[src/rtl/mul_div_unit.sv]
// rtl/mul_div_unit.sv - iterative RV32M multiply/divide unit with valid/ready handshake
module mul_div_unit #(
    parameter int WIDTH = 32
) (
    input  logic             clk,
    input  logic             rst_n,
    input  logic             in_valid,
    output logic             in_ready,
    input  logic [2:0]       op,
    input  logic [WIDTH-1:0] a,
    input  logic [WIDTH-1:0] b,
    input  logic             flush,
    output logic             out_valid,
    input  logic             out_ready,
    output logic [WIDTH-1:0] result,
    output logic             busy
);

    localparam int CW = $clog2(WIDTH + 1);
    localparam logic [CW-1:0] LAST_ITER = CW'(WIDTH - 1);
    localparam logic [WIDTH-1:0] MIN_NEG = {1'b1, {(WIDTH-1){1'b0}}};

    localparam logic [1:0] S_IDLE = 2'd0;
    localparam logic [1:0] S_CALC = 2'd1;
    localparam logic [1:0] S_FIX  = 2'd2;
    localparam logic [1:0] S_DONE = 2'd3;

    logic [1:0]         state;
    logic [2:0]         op_q;
    logic [WIDTH-1:0]   bm_q;
    logic [2*WIDTH-1:0] acc;
    logic [CW-1:0]      cnt;
    logic               neg_main;
    logic               neg_rem;

    // Request decode: op[2] selects divide, op[1:0] selects the variant.
    logic             is_div;
    logic             a_sgn;
    logic             b_sgn;
    logic             a_neg;
    logic             b_neg;
    logic [WIDTH-1:0] a_mag;
    logic [WIDTH-1:0] b_mag;
    logic             div_zero;
    logic             div_ovf;
    logic [WIDTH-1:0] special_res;

    always_comb begin
        is_div      = op[2];
        a_sgn       = is_div ? ~op[0] : (op[1:0] != 2'b11);
        b_sgn       = is_div ? ~op[0] : ~op[1];
        a_neg       = a_sgn & a[WIDTH-1];
        b_neg       = b_sgn & b[WIDTH-1];
        a_mag       = a_neg ? (WIDTH'(0) - a) : a;
        b_mag       = b_neg ? (WIDTH'(0) - b) : b;
        div_zero    = is_div & (b == '0);
        div_ovf     = is_div & ~op[0] & (a == MIN_NEG) & (b == '1);
        special_res = div_zero ? (op[1] ? a : '1) : (op[1] ? '0 : a);
    end

    // acc holds {hi, lo}: product halves for multiply, {remainder, quotient} for divide.
    logic [WIDTH:0]     mul_sum;
    logic [2*WIDTH-1:0] mul_next;
    logic [WIDTH:0]     div_shift;
    logic [WIDTH:0]     div_diff;
    logic [2*WIDTH-1:0] div_next;

    always_comb begin
        mul_sum   = {1'b0, acc[2*WIDTH-1:WIDTH]} + {1'b0, bm_q};
        mul_next  = acc[0] ? {mul_sum, acc[WIDTH-1:1]} : {1'b0, acc[2*WIDTH-1:1]};
        div_shift = {acc[2*WIDTH-1:WIDTH], acc[WIDTH-1]};
        div_diff  = div_shift - {1'b0, bm_q};
        div_next  = div_diff[WIDTH] ? {div_shift[WIDTH-1:0], acc[WIDTH-2:0], 1'b0}
                                    : {div_diff[WIDTH-1:0], acc[WIDTH-2:0], 1'b1};
    end

    logic [2*WIDTH-1:0] prod_fix;
    logic [WIDTH-1:0]   quo;
    logic [WIDTH-1:0]   rem;
    logic [WIDTH-1:0]   fix_res;

    always_comb begin
        prod_fix = neg_main ? ((2*WIDTH)'(0) - acc) : acc;
        quo      = acc[WIDTH-1:0];
        rem      = acc[2*WIDTH-1:WIDTH];
        if (op_q[2]) begin
            if (op_q[1]) fix_res = neg_rem ? (WIDTH'(0) - rem) : rem;
            else         fix_res = neg_main ? (WIDTH'(0) - quo) : quo;
        end else begin
            fix_res = (op_q[1:0] == 2'b00) ? prod_fix[WIDTH-1:0] : prod_fix[2*WIDTH-1:WIDTH];
        end
    end

    always_ff @(posedge clk or negedge rst_n) begin
        if (!rst_n) begin
            state    <= S_IDLE;
            op_q     <= '0;
            bm_q     <= '0;
            acc      <= '0;
            cnt      <= '0;
            neg_main <= 1'b0;
            neg_rem  <= 1'b0;
            result   <= '0;
        end else if (flush) begin
            state <= S_IDLE;
            cnt   <= '0;
        end else begin
            case (state)
                S_IDLE: begin
                    if (in_valid) begin
                        op_q <= op;
                        if (div_zero || div_ovf) begin
                            result <= special_res;
                            state  <= S_DONE;
                        end else begin
                            bm_q     <= b_mag;
                            acc      <= {{WIDTH{1'b0}}, a_mag};
                            neg_main <= a_neg ^ b_neg;
                            neg_rem  <= a_neg;
                            cnt      <= '0;
                            state    <= S_CALC;
                        end
                    end
                end
                S_CALC: begin
                    acc <= op_q[2] ? div_next : mul_next;
                    if (cnt == LAST_ITER) begin
                        cnt   <= '0;
                        state <= S_FIX;
                    end else begin
                        cnt <= cnt + CW'(1);
                    end
                end
                S_FIX: begin
                    result <= fix_res;
                    state  <= S_DONE;
                end
                default: begin
                    if (out_ready) state <= S_IDLE;
                end
            endcase
        end
    end

    assign in_ready  = (state == S_IDLE);
    assign busy      = (state != S_IDLE);
    assign out_valid = (state == S_DONE);

endmodule

[config.mk]
export PLATFORM = sky130hd
export DESIGN_NAME = mul_div_unit
export DESIGN_NICKNAME = d
export VERILOG_FILES = /design/src/rtl/mul_div_unit.sv
export SDC_FILE = /design/constraint.sdc
export NUM_CORES = 1
export LEC_CHECK = 0
export CORE_MARGIN = 3
export CORE_UTILIZATION = 55
export CTS_CLUSTER_DIAMETER = 60
export DETAILED_ROUTE_END_ITERATION = 7
export GPL_TIMING_DRIVEN = 0
export PLACE_DENSITY = 0.78
export SLEW_MARGIN = 20
export SYNTH_ARGS = -nofsm -noshare
export SYNTH_HDL_FRONTEND = slang
export SYNTH_SLANG_ARGS = --single-unit
[constraint.sdc]
create_clock -name clk -period 3.4 [get_ports clk]
set_clock_uncertainty 0.15 [all_clocks]
set_input_delay 0.68 -clock clk [delete_from_list [all_inputs] [get_ports clk]]
set_output_delay 0.68 -clock clk [all_outputs]
set_load 0.01 [all_outputs]
; ---- Word-level counts from Yosys, hierarchy flattened
; Index checks and enable logic that the tools add are counted.
[op_classes]
div_mod_pow = 0
add_sub_neg = 8
bitwise_logic = 11
order_cmp = 0
n_shift = 0
mux = 33
n_reduce_logical = 15
eq_ne = 13
mul = 0
[ops]
columns = op, count
row1 = 2-to-1 mux 32 bit, 12
row2 = 2-to-1 mux 64 bit, 6
row3 = one-hot mux 64 bit (2 select lines), 1
row4 = subtractor 1 x 32 -> 32 bit (first input constant), 4
row5 = equality test 32 bit (second input constant), 2
row6 = one-hot mux 32 bit (2 select lines), 1
row7 = subtractor 1 x 64 -> 64 bit (first input constant), 1
row8 = adder 32 x 32 -> 33 bit, 1
row9 = subtractor 33 x 32 -> 33 bit, 1
row10 = logical NOT 32 bit, 1
row11 = 2-to-1 mux 6 bit, 4
row12 = one-hot mux 6 bit (2 select lines), 1
row13 = AND reduction 4 bit, 3
row14 = 2-to-1 mux 2 bit, 5
row15 = AND reduction 3 bit, 3
row16 = adder 6 x 1 -> 6 bit (second input constant), 1
row17 = AND 1 bit, 6
row18 = equality test 6 x 5 -> 1 bit (second input constant), 1
row19 = inequality test 2 bit (second input constant), 3
row20 = inequality test 3 bit (second input constant), 2
row21 = one-hot mux 2 bit (3 select lines), 1
row22 = nonzero test 2 bit, 3
row23 = nonzero test 5 bit, 1
row24 = equality test 2 bit (second input constant), 2
row25 = other kinds (9), 14
[word_totals]
n_memories = 0
reg_bits = 141
wordCells = 88
rom_bits = 0
output_inout_bits = 35
latchBits = 0
mem_bits_rw = 0

; ---- Logic depth before layout (Yosys ltp)
[depth]
word_depth = 9
depth_mapped = 13

; ---- Worst setup path after synthesis
; OpenSTA, ideal clock, no wires.
[synth_path]
path_kind = input to register
start = input a[0]
end = register acc[43]
path_stages = 11
n_path_buf = 0
setup_slack_ps = -82
setup_time_ps = 126
t_arrival_ps = 3205
required_ps = 3124
cell_sequence = inv_1 -> ha_1 -> or3b_2 -> or4_4 -> or3_1 -> o21bai_2 -> o21ai_1 -> nand2_1 -> nor2_1 -> a32o_1 -> a311o_1
[synth_via]
elab_chain_len = 6
[synth_lines]
columns = element, line_no
row1 = from (decl), 10  ; input logic [WIDTH-1:0] a,
row2 = equality test 32 bit, 57  ; div_ovf = is_div & ~op[0] & (a == MIN_NEG) & (b == '1);
row3 = AND 1 bit (2 in series), 57
row4 = logical OR 1 bit, 112  ; if (div_zero || div_ovf) begin
row5 = inequality test 2 bit (no source line), -
row6 = AND reduction 4 bit (no source line), -
row7 = to (signal assigned), 117  ; acc <= {{WIDTH{1'b0}}, a_mag};
row8 = to (signal assigned), 126  ; acc <= op_q[2] ? div_next : mul_next;
row9 = to (decl), 31  ; logic [2*WIDTH-1:0] acc;
; Every way passes these cells.
; A chain may end at the register's enable or synchronous reset.

; ---- Final worst setup path
[layout_path]
start = input a[29]
end = register result[31]
[layout_via]
elab_chain_len = 6
[layout_lines]
columns = element, line_no
row1 = equality test 32 bit, 57
row2 = AND 1 bit (2 in series), 57
row3 = logical OR 1 bit, 112
row4 = inequality test 2 x 1 -> 1 bit (no source line), -
row5 = AND reduction 4 bit (no source line), -
row6 = to (signal assigned), 113  ; result <= special_res;
row7 = to (signal assigned), 135  ; result <= fix_res;
row8 = to (decl), 15  ; output logic [WIDTH-1:0] result,
; Every way passes these cells.

==> impl_results.md <==
* DR vias/cell at between 6 and 7
* # rows at a little under 60
* Pleak at ~7.8 nW
* Type of origin of the critical path: primary input
* Final ANT Viol Nets at 0
* EDFF count, synth at 0
* M1 WL at 26100 um
* Post-synth top area share at 23.6%
* Critical-path cell list: clkdlybuf4s50_1, nor4_4, nand4_1, o21bai_4, nand3_4, a21oi_4, nand2_4, a221oi_4, a221o_1
* Setup TNS at -0.675 ns
* CP top delay family: simple AND/OR/NAND/NOR gates
* Max-slew violation count at 0
* Largest cells by area after synthesis: dfrtp_1, o21ai_0, ha_1, nand2_1, xnor2_1
* DIE HEIGHT at 171 um
* Die ar. at around 0.029 mm^2
* Finished Layout Cells at ~2500
* Post-DP HPWL at ~47000 um
* Final worst slack at -0.0915 ns
* Fin. Hold Viols at 0
* CTS tree: built
* Synth Register Bits at 141
* Power, Total at approximately 20 mW
* Placed Cells at 2403
* Met3 wire length at between 8000 and 9000 um
* Dpl cell area at approximately 0.016 mm^2
* Root Buffer: clkbuf_16
* Dominant synthesized flop cell: dfrtp_1
* All-layer global routing usage at between 40% and 50%
* RSZ-0062 raised after global routing: true
* CP max stage delay at 0.65 ns
* Area grow syn2layout at 24.7%
* Peak Freq at between 200 and 300 MHz
* Cell area after layout at 0.0186 mm^2
* CTS buffer count at 17
* DRC viols at 0
* Setup crit end kind: flop
* Kind of critical path: primary input to flop
* Worst EP arrival at between 3 and 4 ns
* CTS Sinks at around 140
* Syn_nets at between 2000 and 2500
* Critical path peak fanout at 5
* Post-synth top area cell: dfrtp_1
* IO Count at 107
* # diodes at 0
* CTS Buffer Depth at 2
* Metal2 WL at around 26000 um
* Starting Density at 56.7%
* Slowest cell on crit path: clkdlybuf4s50_1
* Share of post-route cells with drive strength above 1 at ~17%
* Fin crit share at 103%
* Final Net Count at around 2300
* Hold crit path type: primary input to async pin
* Vias at approximately 17000
* Most common cell in the synthesized netlist: o21ai_0
* CTS Hold Bufs at 0
* Register area share after synthesis at between 20% and 30%
* Pin count of the biggest net entering global routing at a little under 90
* Drt pass-1 iters at 7
* Final-report setup violation count at 22
* Clk_lat worst skew at about 0.45 ns
* Vias in the first global route at around 16000
* Port Buffer Count at between 100 and 150
* Synth Area per Inst at 7.62 um^2
* Worst Max-Slew Pin Slew at a little over 1 ns
* Routed Wire Length at 63700 um
* Power per Cell Area at ~1100 mW/mm^2
* Async set-reset flop share out of synthesis at between 90% and 100%
* Average routed wire per standard cell at 25.7 um
* Failing checks: setup timing
* Post-route minimum period at ~3.5 ns
* Crit path required time at around 3.6 ns
* Rel. slew slack at 31.1%
* Max VDD drop at 0.638 mV
* Mapped Area at around 0.015 mm^2
* Die W at 171 um
* CP Buf/Inv Count at 1
* Post-synth top cells: o21ai_0, nand2_1, dfrtp_1
* H-tree levels at 4
* Synthesized instance count at just under 2000
* Max Used Layer: met5
* First-pass GRT wire length at 93500 um
* Max Cap Viol at 0
* GRT overflow at 0
* Worst-path clk slew at 0.07 ns
* Synth Warn # at 0
* Gpl congestion at around 1.1
* Initial antenna violation count at 1
* Initial DRC Count at 2400
* Status: finished with violations
* Placeable Area at 0.0264 mm^2
* Synth unique cells at between 80 and 90
==> flip-flops by register name, indices dropped and copies added, names as in the netlist <==
name      cells
neg_main      1
neg_rem       1
result       32
acc          64
cnt           6
op_q          3
bm_q         32
state         2
==> cells by family (layout without fill, tap and decap cells) <==
kind of cell	count (synthesis)	in the layout	synth area share, %
flops	141	141	23.6
fa+ha+maj	98	98	7.94
xor+xnor	181	181	10.6
buf+inv	207	386	5.48
compound gates	640	640	26.9
mux	66	66	4.52
simple gates	629	630	20.9
==> cell type report <==
cell class,instances,area [um^2]
inverters,68,262
clock buffers,20,467
fillers,2103,7720
plain buffers,127,674
well taps,335,419
clock inverters,12,125
multi-input cells,1615,11600
repair buffers,159,1550
flip-flops and latches,141,3550
==> power breakdown <==
part           switching [mW]  leakage [nW]  internal (mW)  total, mW
registers               0.926          1.76           2.43       3.36
logic                    9.36          5.71           5.72       15.1
clock network           0.908         0.289           1.09       2.00
==> placed cells by master (no fill, tap or decap), types with 22 or more instances in the layout <==
| cell type | synthesis | routed |
|---|---|---|
| clkbuf_1 | 113 | 73 |
| nand2_1 | 224 | 219 |
| mux2i_1 | 54 | 54 |
| inv_1 | 65 | 62 |
| clkdlybuf4s50_1 | 0 | 69 |
| nand3_1 | 34 | 30 |
| ha_1 | 74 | 63 |
| o211ai_1 | 24 | 24 |
| o21ai_0 | 241 | 218 |
| dfrtp_1 | 141 | 124 |
| a21oi_1 | 120 | 109 |
| a21o_1 | 27 | 26 |
| nor2_1 | 114 | 109 |
| maj3_1 | 22 | 22 |
| xor2_1 | 87 | 84 |
| buf_4 | 0 | 54 |
| or3_1 | 31 | 24 |
| xnor2_1 | 94 | 92 |
| a31oi_1 | 25 | 22 |
| nand4_1 | 25 | 25 |
| o31ai_1 | 37 | 33 |
| nor3_1 | 46 | 34 |
==> metrics by stage <==
stage / util [%] / hold slack, ns / worst slack [ns]
6_report: 70.7 / 0.0656 / -0.0915
5_1_grt: 70.7 / 0.146 / -0.0810
4_1_cts: 68.0 / 0.120 / -0.0171
3_5_place_dp: 62.6 / 0.322 / -1.70
3_3_place_gp: 62.4 / 0.315 / -4.37
2_1_floorplan: - / 0.234 / 0.0309
==> what timing repair did <==
item,4_1_cts,5_1_grt
pin swaps,24,44
cloned,3,0
gates resized for setup,193,196
setup buffers,28,23
endpoints found under the hold margin,0,0
setup endpoints to repair,137,131
==> metal layers <==
layer / GRT usage, % / vias up
met4: 14.1 / 4
met3: 11.8 / 220
li1: - / 7522
met2: 60.9 / 1188
met1: 59.9 / 8231
met5: 0 / -
==> worst register-to-register path, cell delays in order (launching register included) <==
cell and delay [ns]:
dfrtp_1 0.48, or3_4 0.45, or4b_4 0.55, or2_1 0.28, buf_6 0.16, nand2b_4 0.21
o21ai_1 0.19, xor2_1 0.08, a222oi_1 0.51, o221a_2 0.32
==> final timing paths <==
| kind | from | end | slack [ns] | cells past startpoint |
|---|---|---|---|---|
| worst max-delay path | a[29] | result[31]$_DFFE_PN0P_ | -0.09 | 9 |
| worst min-delay path | rst_n | bm_q[1]$_DFFE_PN0P_ | 0.07 | 1 |
| worst max register to register | acc[4]$_DFFE_PN0P_ | result[3]$_DFFE_PN0P_ | -0.02 | 9 |
| worst min register to register | result[6]$_DFFE_PN0P_ | result[6]$_DFFE_PN0P_ | 0.33 | 2 |
| max in group asynchronous | rst_n | result[9]$_DFFE_PN0P_ | 2.22 | 2 |
| min in group clk | result[6]$_DFFE_PN0P_ | result[6]$_DFFE_PN0P_ | 0.33 | 2 |
Power figures use the tool's default switching activity.
